===== config.mk =====
export PLATFORM = sky130hd
export DESIGN_NAME = wb_port_arbiter
export DESIGN_NICKNAME = d
export VERILOG_FILES = /design/src/rtl/wb_port_arbiter_pkg.sv /design/src/rtl/wb_port_arbiter_rr_arbiter.sv /design/src/rtl/wb_port_arbiter.sv
export SDC_FILE = /design/constraint.sdc
export NUM_CORES = 1
export LEC_CHECK = 0
export ABC_AREA = 1
export CAP_MARGIN = 20
export CORE_MARGIN = 3
export CORE_UTILIZATION = 40
export DETAILED_ROUTE_END_ITERATION = 10
export PLACE_DENSITY = 0.89
export SLEW_MARGIN = 10
export SYNTH_ARGS = -nofsm -noshare
export SYNTH_HDL_FRONTEND = slang
export SYNTH_SLANG_ARGS = --single-unit

===== constraint.sdc =====
create_clock -name clk -period 3.7 [get_ports clk]
set_clock_uncertainty 0.2 [all_clocks]
set_input_delay 0.74 -clock clk [delete_from_list [all_inputs] [get_ports clk]]
set_output_delay 0.74 -clock clk [all_outputs]
set_load 0.05 [all_outputs]

===== src/rtl/wb_port_arbiter_pkg.sv =====
// Shared constants for the register-file writeback port arbiter.
package wb_port_arbiter_pkg;

    // Default register-file geometry.
    localparam int WB_DATA_W = 48;
    localparam int WB_ADDR_W = 5;

    // Register 0 is hard-wired; writes to it are accepted and dropped.
    localparam logic [WB_ADDR_W-1:0] REG_ZERO = 5'd0;

    // Writeback source indices as wired at the top of the core.
    localparam int WB_ALU = 0;
    localparam int WB_LSU = 1;
    localparam int WB_MUL = 2;

    // Default width of the register-0 discard counter.
    localparam int WB_CNT_W = 16;

endpackage : wb_port_arbiter_pkg


===== src/rtl/wb_port_arbiter_rr_arbiter.sv =====
// Combinational round-robin arbiter: the search starts at ptr_i and wraps
// modulo NUM_REQ. The first requester found wins. The grant is gated by en_i,
// but idx_o/any_o still report the winner so the caller can qualify it.
module rr_arbiter #(
    parameter int NUM_REQ = 3,
    parameter int IDX_W   = (NUM_REQ > 1) ? $clog2(NUM_REQ) : 1
) (
    input  logic [NUM_REQ-1:0] req_i,
    input  logic [IDX_W-1:0]   ptr_i,
    input  logic               en_i,
    output logic [NUM_REQ-1:0] gnt_o,
    output logic [IDX_W-1:0]   idx_o,
    output logic               any_o
);

    // Walk the request vector from the pointer and pick the first valid entry.
    always_comb begin : search
        logic [IDX_W:0]   sum;
        logic [IDX_W-1:0] cand;
        gnt_o = '0;
        idx_o = '0;
        any_o = 1'b0;
        sum   = '0;
        cand  = '0;
        for (int k = 0; k < NUM_REQ; k++) begin
            // The sum is one bit wider than the index so ptr + k cannot wrap
            // before the modulo correction.
            sum = (IDX_W+1)'(ptr_i) + (IDX_W+1)'(k);
            if (sum >= (IDX_W+1)'(NUM_REQ)) begin
                sum = sum - (IDX_W+1)'(NUM_REQ);
            end
            cand = sum[IDX_W-1:0];
            if (!any_o && req_i[cand]) begin
                any_o       = 1'b1;
                idx_o       = cand;
                gnt_o[cand] = en_i;
            end
        end
    end

endmodule : rr_arbiter


===== src/rtl/wb_port_arbiter.sv =====
// Register-file write-port arbiter. NUM_REQ writeback sources compete
// round-robin for the single write port. The granted write is registered and
// presented for one cycle. Writes to register 0 are dropped and counted.
//
// Handshake: a requester presents req_valid with a stable addr/data. A
// transfer happens in the cycle where req_valid[i] and req_ready[i] are both
// high. req_ready is combinational, one-hot-or-zero, and is held low during
// reset and wb_stall.
module wb_port_arbiter
    import wb_port_arbiter_pkg::*;
#(
    parameter int NUM_REQ = 3,
    parameter int DATA_W  = WB_DATA_W,
    parameter int ADDR_W  = WB_ADDR_W,
    parameter int CNT_W   = WB_CNT_W,
    localparam int PTR_W  = (NUM_REQ > 1) ? $clog2(NUM_REQ) : 1
) (
    input  logic                      clk,
    input  logic                      reset,
    input  logic [NUM_REQ-1:0]        req_valid,
    input  logic [NUM_REQ*ADDR_W-1:0] req_addr,
    input  logic [NUM_REQ*DATA_W-1:0] req_data,
    output logic [NUM_REQ-1:0]        req_ready,
    input  logic                      wb_stall,
    output logic                      rf_we,
    output logic [ADDR_W-1:0]         rf_addr,
    output logic [DATA_W-1:0]         rf_data,
    output logic [PTR_W-1:0]          rr_ptr,
    output logic [CNT_W-1:0]          zero_discard_cnt
);

    logic [PTR_W-1:0]  rr_ptr_q, rr_ptr_d;
    logic              rf_we_q, rf_we_d;
    logic [ADDR_W-1:0] rf_addr_q, rf_addr_d;
    logic [DATA_W-1:0] rf_data_q, rf_data_d;
    logic [CNT_W-1:0]  cnt_q, cnt_d;

    logic               grant_en;
    logic [NUM_REQ-1:0] gnt;
    logic [PTR_W-1:0]   win_idx;
    logic               any_req;
    logic               xfer;
    logic [ADDR_W-1:0]  win_addr;
    logic [DATA_W-1:0]  win_data;

    logic [ADDR_W-1:0]  addr_arr [NUM_REQ];
    logic [DATA_W-1:0]  data_arr [NUM_REQ];

    // Unpack the flat request buses so the winner can be selected by index.
    for (genvar gi = 0; gi < NUM_REQ; gi++) begin : g_unpack
        assign addr_arr[gi] = req_addr[gi*ADDR_W +: ADDR_W];
        assign data_arr[gi] = req_data[gi*DATA_W +: DATA_W];
    end

    assign grant_en = !wb_stall && !reset;

    rr_arbiter #(
        .NUM_REQ (NUM_REQ),
        .IDX_W   (PTR_W)
    ) u_arb (
        .req_i (req_valid),
        .ptr_i (rr_ptr_q),
        .en_i  (grant_en),
        .gnt_o (gnt),
        .idx_o (win_idx),
        .any_o (any_req)
    );

    assign req_ready = gnt;
    assign xfer      = any_req && grant_en;
    assign win_addr  = addr_arr[win_idx];
    assign win_data  = data_arr[win_idx];

    // Next-state: the pointer advances past the winner on every transfer,
    // including register-0 writes. Otherwise the output stage only pulses.
    always_comb begin
        rr_ptr_d  = rr_ptr_q;
        rf_we_d   = 1'b0;
        rf_addr_d = rf_addr_q;
        rf_data_d = rf_data_q;
        cnt_d     = cnt_q;
        if (xfer) begin
            rr_ptr_d = (win_idx == PTR_W'(NUM_REQ - 1)) ? '0 : win_idx + 1'b1;
            if (win_addr == ADDR_W'(REG_ZERO)) begin
                if (cnt_q != '1) begin
                    cnt_d = cnt_q + 1'b1;
                end
            end else begin
                rf_we_d   = 1'b1;
                rf_addr_d = win_addr;
                rf_data_d = win_data;
            end
        end
    end

    // State registers. Reset drops any write that is still registered.
    always_ff @(posedge clk) begin
        if (reset) begin
            rr_ptr_q  <= '0;
            rf_we_q   <= 1'b0;
            rf_addr_q <= '0;
            rf_data_q <= '0;
            cnt_q     <= '0;
        end else begin
            rr_ptr_q  <= rr_ptr_d;
            rf_we_q   <= rf_we_d;
            rf_addr_q <= rf_addr_d;
            rf_data_q <= rf_data_d;
            cnt_q     <= cnt_d;
        end
    end

    assign rr_ptr           = rr_ptr_q;
    assign rf_we            = rf_we_q;
    assign rf_addr          = rf_addr_q;
    assign rf_data          = rf_data_q;
    assign zero_discard_cnt = cnt_q;

endmodule : wb_port_arbiter


# == Word-level counts from Yosys, hierarchy flattened ==
# Cells that the tools add are included.
# W data, S select, Z words.
# word_totals
inputBits,165
regBits,72
# op_classes
n_eq_ne,2
n_lt_le_gt_ge,10
n_reduce_logical,15
n_bitwise,4
addsub,7
muxes,34
# op_table
operator,n
$bmux W48 S2,1
$mux W48,2
$add A16 B1 Y16 const B,1
$ne A16 B16 Y1 const B,1
$mux W2,7
$bmux W5 S2,1
$mux W1,10
$mux W5,2
$lt A2 B3 Y1 const B,3
$mux W3,3
$logic_and A1 B1 Y1,7
$bmux W1 S2,3
$bwmux W3,2
$demux W1 S2,3
$ge A2 B1 Y1 const B,3
$ge A3 B2 Y1 const B,2
$sub A2 B2 Y2 const B,3
$logic_not A5 Y1,1
$logic_not A1 Y1,4
$add A2 B1 Y3 const B,1
$add A2 B2 Y3 const B,1
$and A3 B3 Y3,1
$ge A3 B3 Y1 const B,1
$not A2 Y3,1
7 further kinds,8

# == Logic depth before layout (Yosys ltp) ==
# depth
word_depth,18
mapped_depth,21

# == By module ==
# From an unflattened synthesis, not the netlist that was laid out.
# unflattened
cells_unflattened,695
area_unflattened_um2,4479.3
# by_module_without_submodules
mod,area_per_inst_um2,cells_per_inst,instances
wb_port_arbiter,4112.7,627,1
rr_arbiter,366.6,68,1

# == Least setup slack after synthesis ==
# No wires, ideal clock.
# synth_path
path_kind,reg2out
from,"register rr_ptr_q[0], in the netlist rr_ptr[0]"
to,output port req_ready[1]
path_stages_with_launch,10
path_buffers,0
slack_ns,0.266
arrival_time_ns,2.494
path_cell_list,dfxtp_1 inv_1 ha_1 inv_2 nand3_1 nand2_1 nand3_2 nor2_1 inv_1 a21oi_1
# synth_via
elab_chain_len,12
word_cells_on_any_way,44
cone_classes,add/sub (5); order compare (9); mux (22); bitwise (1); reduce/logical (7)
# synth_rtl
element,line,text
start: declaration,wb_port_arbiter.sv:32,"logic [PTR_W-1:0] rr_ptr_q, rr_ptr_d;"
start signal: assignment,wb_port_arbiter.sv:105,rr_ptr_q <= rr_ptr_d;
"parallel branches: the longest is 11 deep, another holds $add A2 B1 Y3",n/a,
$mux W3 *,wb_port_arbiter_rr_arbiter.sv:33,if (!any_o && req_i[cand]) begin
end: declaration,wb_port_arbiter.sv:23,"output logic [NUM_REQ-1:0] req_ready,"
# Every way passes the cells marked *. The select of a mux whose other input is x is not followed.

# == Worst setup path in the final report ==
# layout_path
from,"register rr_ptr_q[0], in the netlist rr_ptr[0]"
to,"register rf_data_q[13], in the netlist rf_data[13]"
# layout_via
elab_chain_len,18
word_cells_on_any_way,38
cone_classes,add/sub (5); order compare (3); mux (21); bitwise (2); reduce/logical (7)
# layout_rtl
element,line,text
"parallel branches: the longest is 18 deep, another holds $add A2 B1 Y3",n/a,
end signal: assignment,wb_port_arbiter.sv:108,rf_data_q <= rf_data_d;
end: declaration,wb_port_arbiter.sv:35,"logic [DATA_W-1:0] rf_data_q, rf_data_d;"
# Several ways; the timed one is not identified. The select of a mux whose other input is x is not followed.
# A chain may end at the register's enable or synchronous reset.

==> summary.txt <==
Layout
  • Layout area overhead: 60.0%
  • Most frequent cells in the layout: 236 x clkdlybuf4s50_1, 162 x nor2_1, 129 x o21ai_0, 111 x nand2_1, 72 x dfxtp_1
  • Ant diodes: 0
  • Layout cells sized above 1: 0.117
  • Most common cell after layout, fill and taps aside: clkdlybuf4s50_1
  • Nets: 1103
  • # fillers: between 900 and 1000

Synthesis
  • Seq/Total Area, Yosys: 0.313
  • Main combinational cell family by area after synthesis: simple AND/OR/NAND/NOR gates
  • Mapped Area: around 4600 um2
  • Netlist cell types: 35
  • Post-synthesis simple-gate area fraction: 0.397
  • Cell taking the most area after synthesis: dfxtp_1
  • Synth top area cells: dfxtp_1 31%, o21ai_0 14%, nor2_1 13%
  • Adder-cell share of the synthesized area: 0.0136
  • Mux contribution to synthesized area: 0
  • Syn_area_per_cell: about 6.5 um2
  • Xor/xnor share of the synthesized area: 0.00190
  • Post-Synthesis Net Count: 884
  • Syn. warnings: 0
  • Yosys reg bits: 72
  • Synth top area share: 0.313
  • Complex-gate fraction of the synthesized area: 0.176
  • Post-synthesis cell count: between 700 and 800

Global routing
  • Tot GR Track Use: 0.235
  • First-pass GRT wire length: 24700 um
  • Pin count of the biggest net entering global routing: 63
  • Total grt overflow: 0
  • Number of global-route vias before repair: 5280
  • Antenna violations before repair: 0

Placement
  • Port-buffer cells: around 240
  • Gpl congestion: between 0.9 and 1
  • Post-DP HPWL: 11600 um

Power
  • Switching share of total power: 0.393
  • Clock share of power: 0.282
  • Leak pwr: approximately 2.8 nW
  • Flop pwr share: 0.265
  • VDD IR max: roughly 0.26 mV
  • Internal Power: 0.00209 W
  • PwrDens: around 470 nW/um2
  • Comb power frac: 0.452
  • Sw power: 0.00135 W

Floorplanning
  • Row cnt: 38
  • Die area: around 13000 um2
  • Horiz. Die Dim: around 110 um
  • Die Span Y: between 100 and 150 um
  • Starting Density: 0.418
  • Ports: 240
  • Area of the core: approximately 11000 um2

Route
  • DRC viols: 0
  • Avg Vias per Cell: slightly above 5
  • Initial DRC count: 461
  • Drt first pass iters: 5
  • Vias post-DR: approximately 5500
  • Routed Antenna Nets: 0
  • Total Wirelength: 15500 um
  • Routed WL per cell: 14.3 um

Worst setup path
  • Critical Path RT: approximately 3.8 ns
  • Peak fanout along the critical path: 37
  • Critical path's slowest cell: dfxtp_1
  • CP Cell Sequence: inv_1 > ha_1 > inv_2 > nand2_1 > nand3_1 > nand2_1 > nand3_1 > nand2_1 > nor2_4 > inv_2 > nand2_1 > nand2_2 > nor2_8 > nand3_4 > nand2_8 > buf_4 > o21ai_0 > nor2_1
  • Data arrival, critical path: 3.37 ns
  • CP dominant cell by count: nand2_1
  • Cell family with most CP delay: simple AND/OR/NAND/NOR gates
  • Worst r2r path cells: 18
  • Setup Crit Path Kind: reg2reg
  • CP Capture Type: flop
  • Buf+Inv Stages, Crit Path: 4
  • CP Launch Type: flop
  • Critical path depth: 18
  • Critical path's largest stage delay: a little over 0.4 ns

Timing
  • Final Hold Vio Count: 0
  • Fin crit period: approximately 3.3 ns
  • RSZ-0062 raised after global routing: no
  • Worst hold-check slack: 0.272 ns
  • Finish-stage setup viols: 0
  • Fmax: ~300 MHz
  • Post-route clock period utilization: 0.896
  • Relative slew margins: 0.388
  • Slew Limit Fails: 0
  • Worst slew pin tran: 0.916 ns
  • Post-Route Setup TNS: 0 ns

Clocking
  • Total CTS buffers: 9
  • CTS clock-pin slew for the worst setup and hold paths: about 0.060 ns
  • Setup Buffers After CTS: 0
  • Clock sinks: 72
  • Clock Path Buffers: 2
  • H-tree depth: 3
  • Hold bufs inserted after CTS: 0
  • Post-CTS sizing: 0
  • CTS tree: built
  • Insertion delay to the later sink of the worst-skew pair: between 0.3 and 0.4 ns
  • CTS Root Buffer Type: clkbuf_16

Job
  • Max_cap viols: 0

Worst hold path
  • Hold depth: 2
  • Hold WC Path Type: reg2reg

Outcome
  • Status: finished, final reports clean
-- flip-flops by register name, indices dropped and copies added (netlist names) --
name and flops:
rf_addr 5, rr_ptr 2, rf_we 1, rf_data 48, zero_discard_cnt 16
-- Yosys cell counts (all sizes together) --
cell type / count
nor3: 3
nand2: 121
a221oi: 1
a21oi: 5
nor2: 216
nand4: 23
o22ai: 1
nand3b: 3
inv: 42
buf: 19
xnor2: 1
ha: 5
a22o: 2
o21ai: 150
nand3: 26
dfxtp: 72
clkbuf: 24
-- metrics by stage --
| stage | power (W) | worst slack, ns | cell area [um2] | cells | utilization |
|---|---|---|---|---|---|
| after floorplan | 0.00196 | 0.266 | 4610 | 714 | - |
| final | 0.00344 | 0.383 | 7370 | 1078 | 0.668 |
| after global routing | 0.00364 | 0.0855 | 7370 | 1078 | 0.668 |
| after global placement | 0.00247 | 0.146 | 7030 | 1062 | 0.637 |
| after CTS | 0.00347 | 0.382 | 7370 | 1078 | 0.668 |
| after detailed placement | 0.00249 | 0.0828 | 7030 | 1062 | 0.637 |
-- power groups by stage --
| stage | Clock (W) | Sequential (W) | Combinational [W] |
|---|---|---|---|
| 4_1_cts | 0.000991 | 0.000913 | 0.00157 |
| 2_1_floorplan | 0 | 0.00120 | 0.000758 |
| 3_5_place_dp | 0 | 0.000928 | 0.00156 |
| 3_3_place_gp | 0 | 0.000925 | 0.00155 |
| 5_1_grt | 0.00102 | 0.000921 | 0.00170 |
| 6_report | 0.000970 | 0.000912 | 0.00156 |
-- worst register-to-register path, stage by stage (launching register included) --
cell and delay [ns]:
dfxtp_1 0.41, inv_1 0.09, ha_1 0.38, inv_2 0.17, nand2_1 0.07, nand3_1 0.07
nand2_1 0.11, nand3_1 0.09, nand2_1 0.08, nor2_4 0.24, inv_2 0.13, nand2_1 0.10
nand2_2 0.10, nor2_8 0.17, nand3_4 0.11, nand2_8 0.21, buf_4 0.28, o21ai_0 0.11
nor2_1 0.14
-- layer usage --
metal  GRT usage  routed length [um]
met3      0.0588                1190
met5           0                   0
met2       0.408                7510
met1       0.280                6350
met4      0.0841                 401
-- area by class of cell --
class	instances	area (um2)	area share
Tap cell	140	175	0.0238
Multi-Input combinational cell	557	2720	0.369
Timing Repair Buffer	251	2520	0.343
Clock inverter	4	75.1	0.0102
Clock buffer	12	267	0.0362
Inverter	42	165	0.0224
Sequential cell	72	1440	0.196
-- cell families after synthesis --
family | after synthesis
simple gates | 392
compound gates | 159
fa+ha+maj | 5
flops | 72
buf+inv | 85
xor+xnor | 1
-- path summary, 6_finish.rpt --
| kind | startpoint | end | slack [ns] |
|---|---|---|---|
| setup / recovery | rr_ptr[0] | rf_data[13] | 0.38 |
| hold reg to reg | rf_addr[1] | rf_addr[1] | 0.27 |
| setup reg to reg | rr_ptr[0] | rf_data[13] | 0.38 |
| hold / removal | rf_addr[1] | rf_addr[1] | 0.27 |
Note: power is estimated with default switching activity, not from simulation.
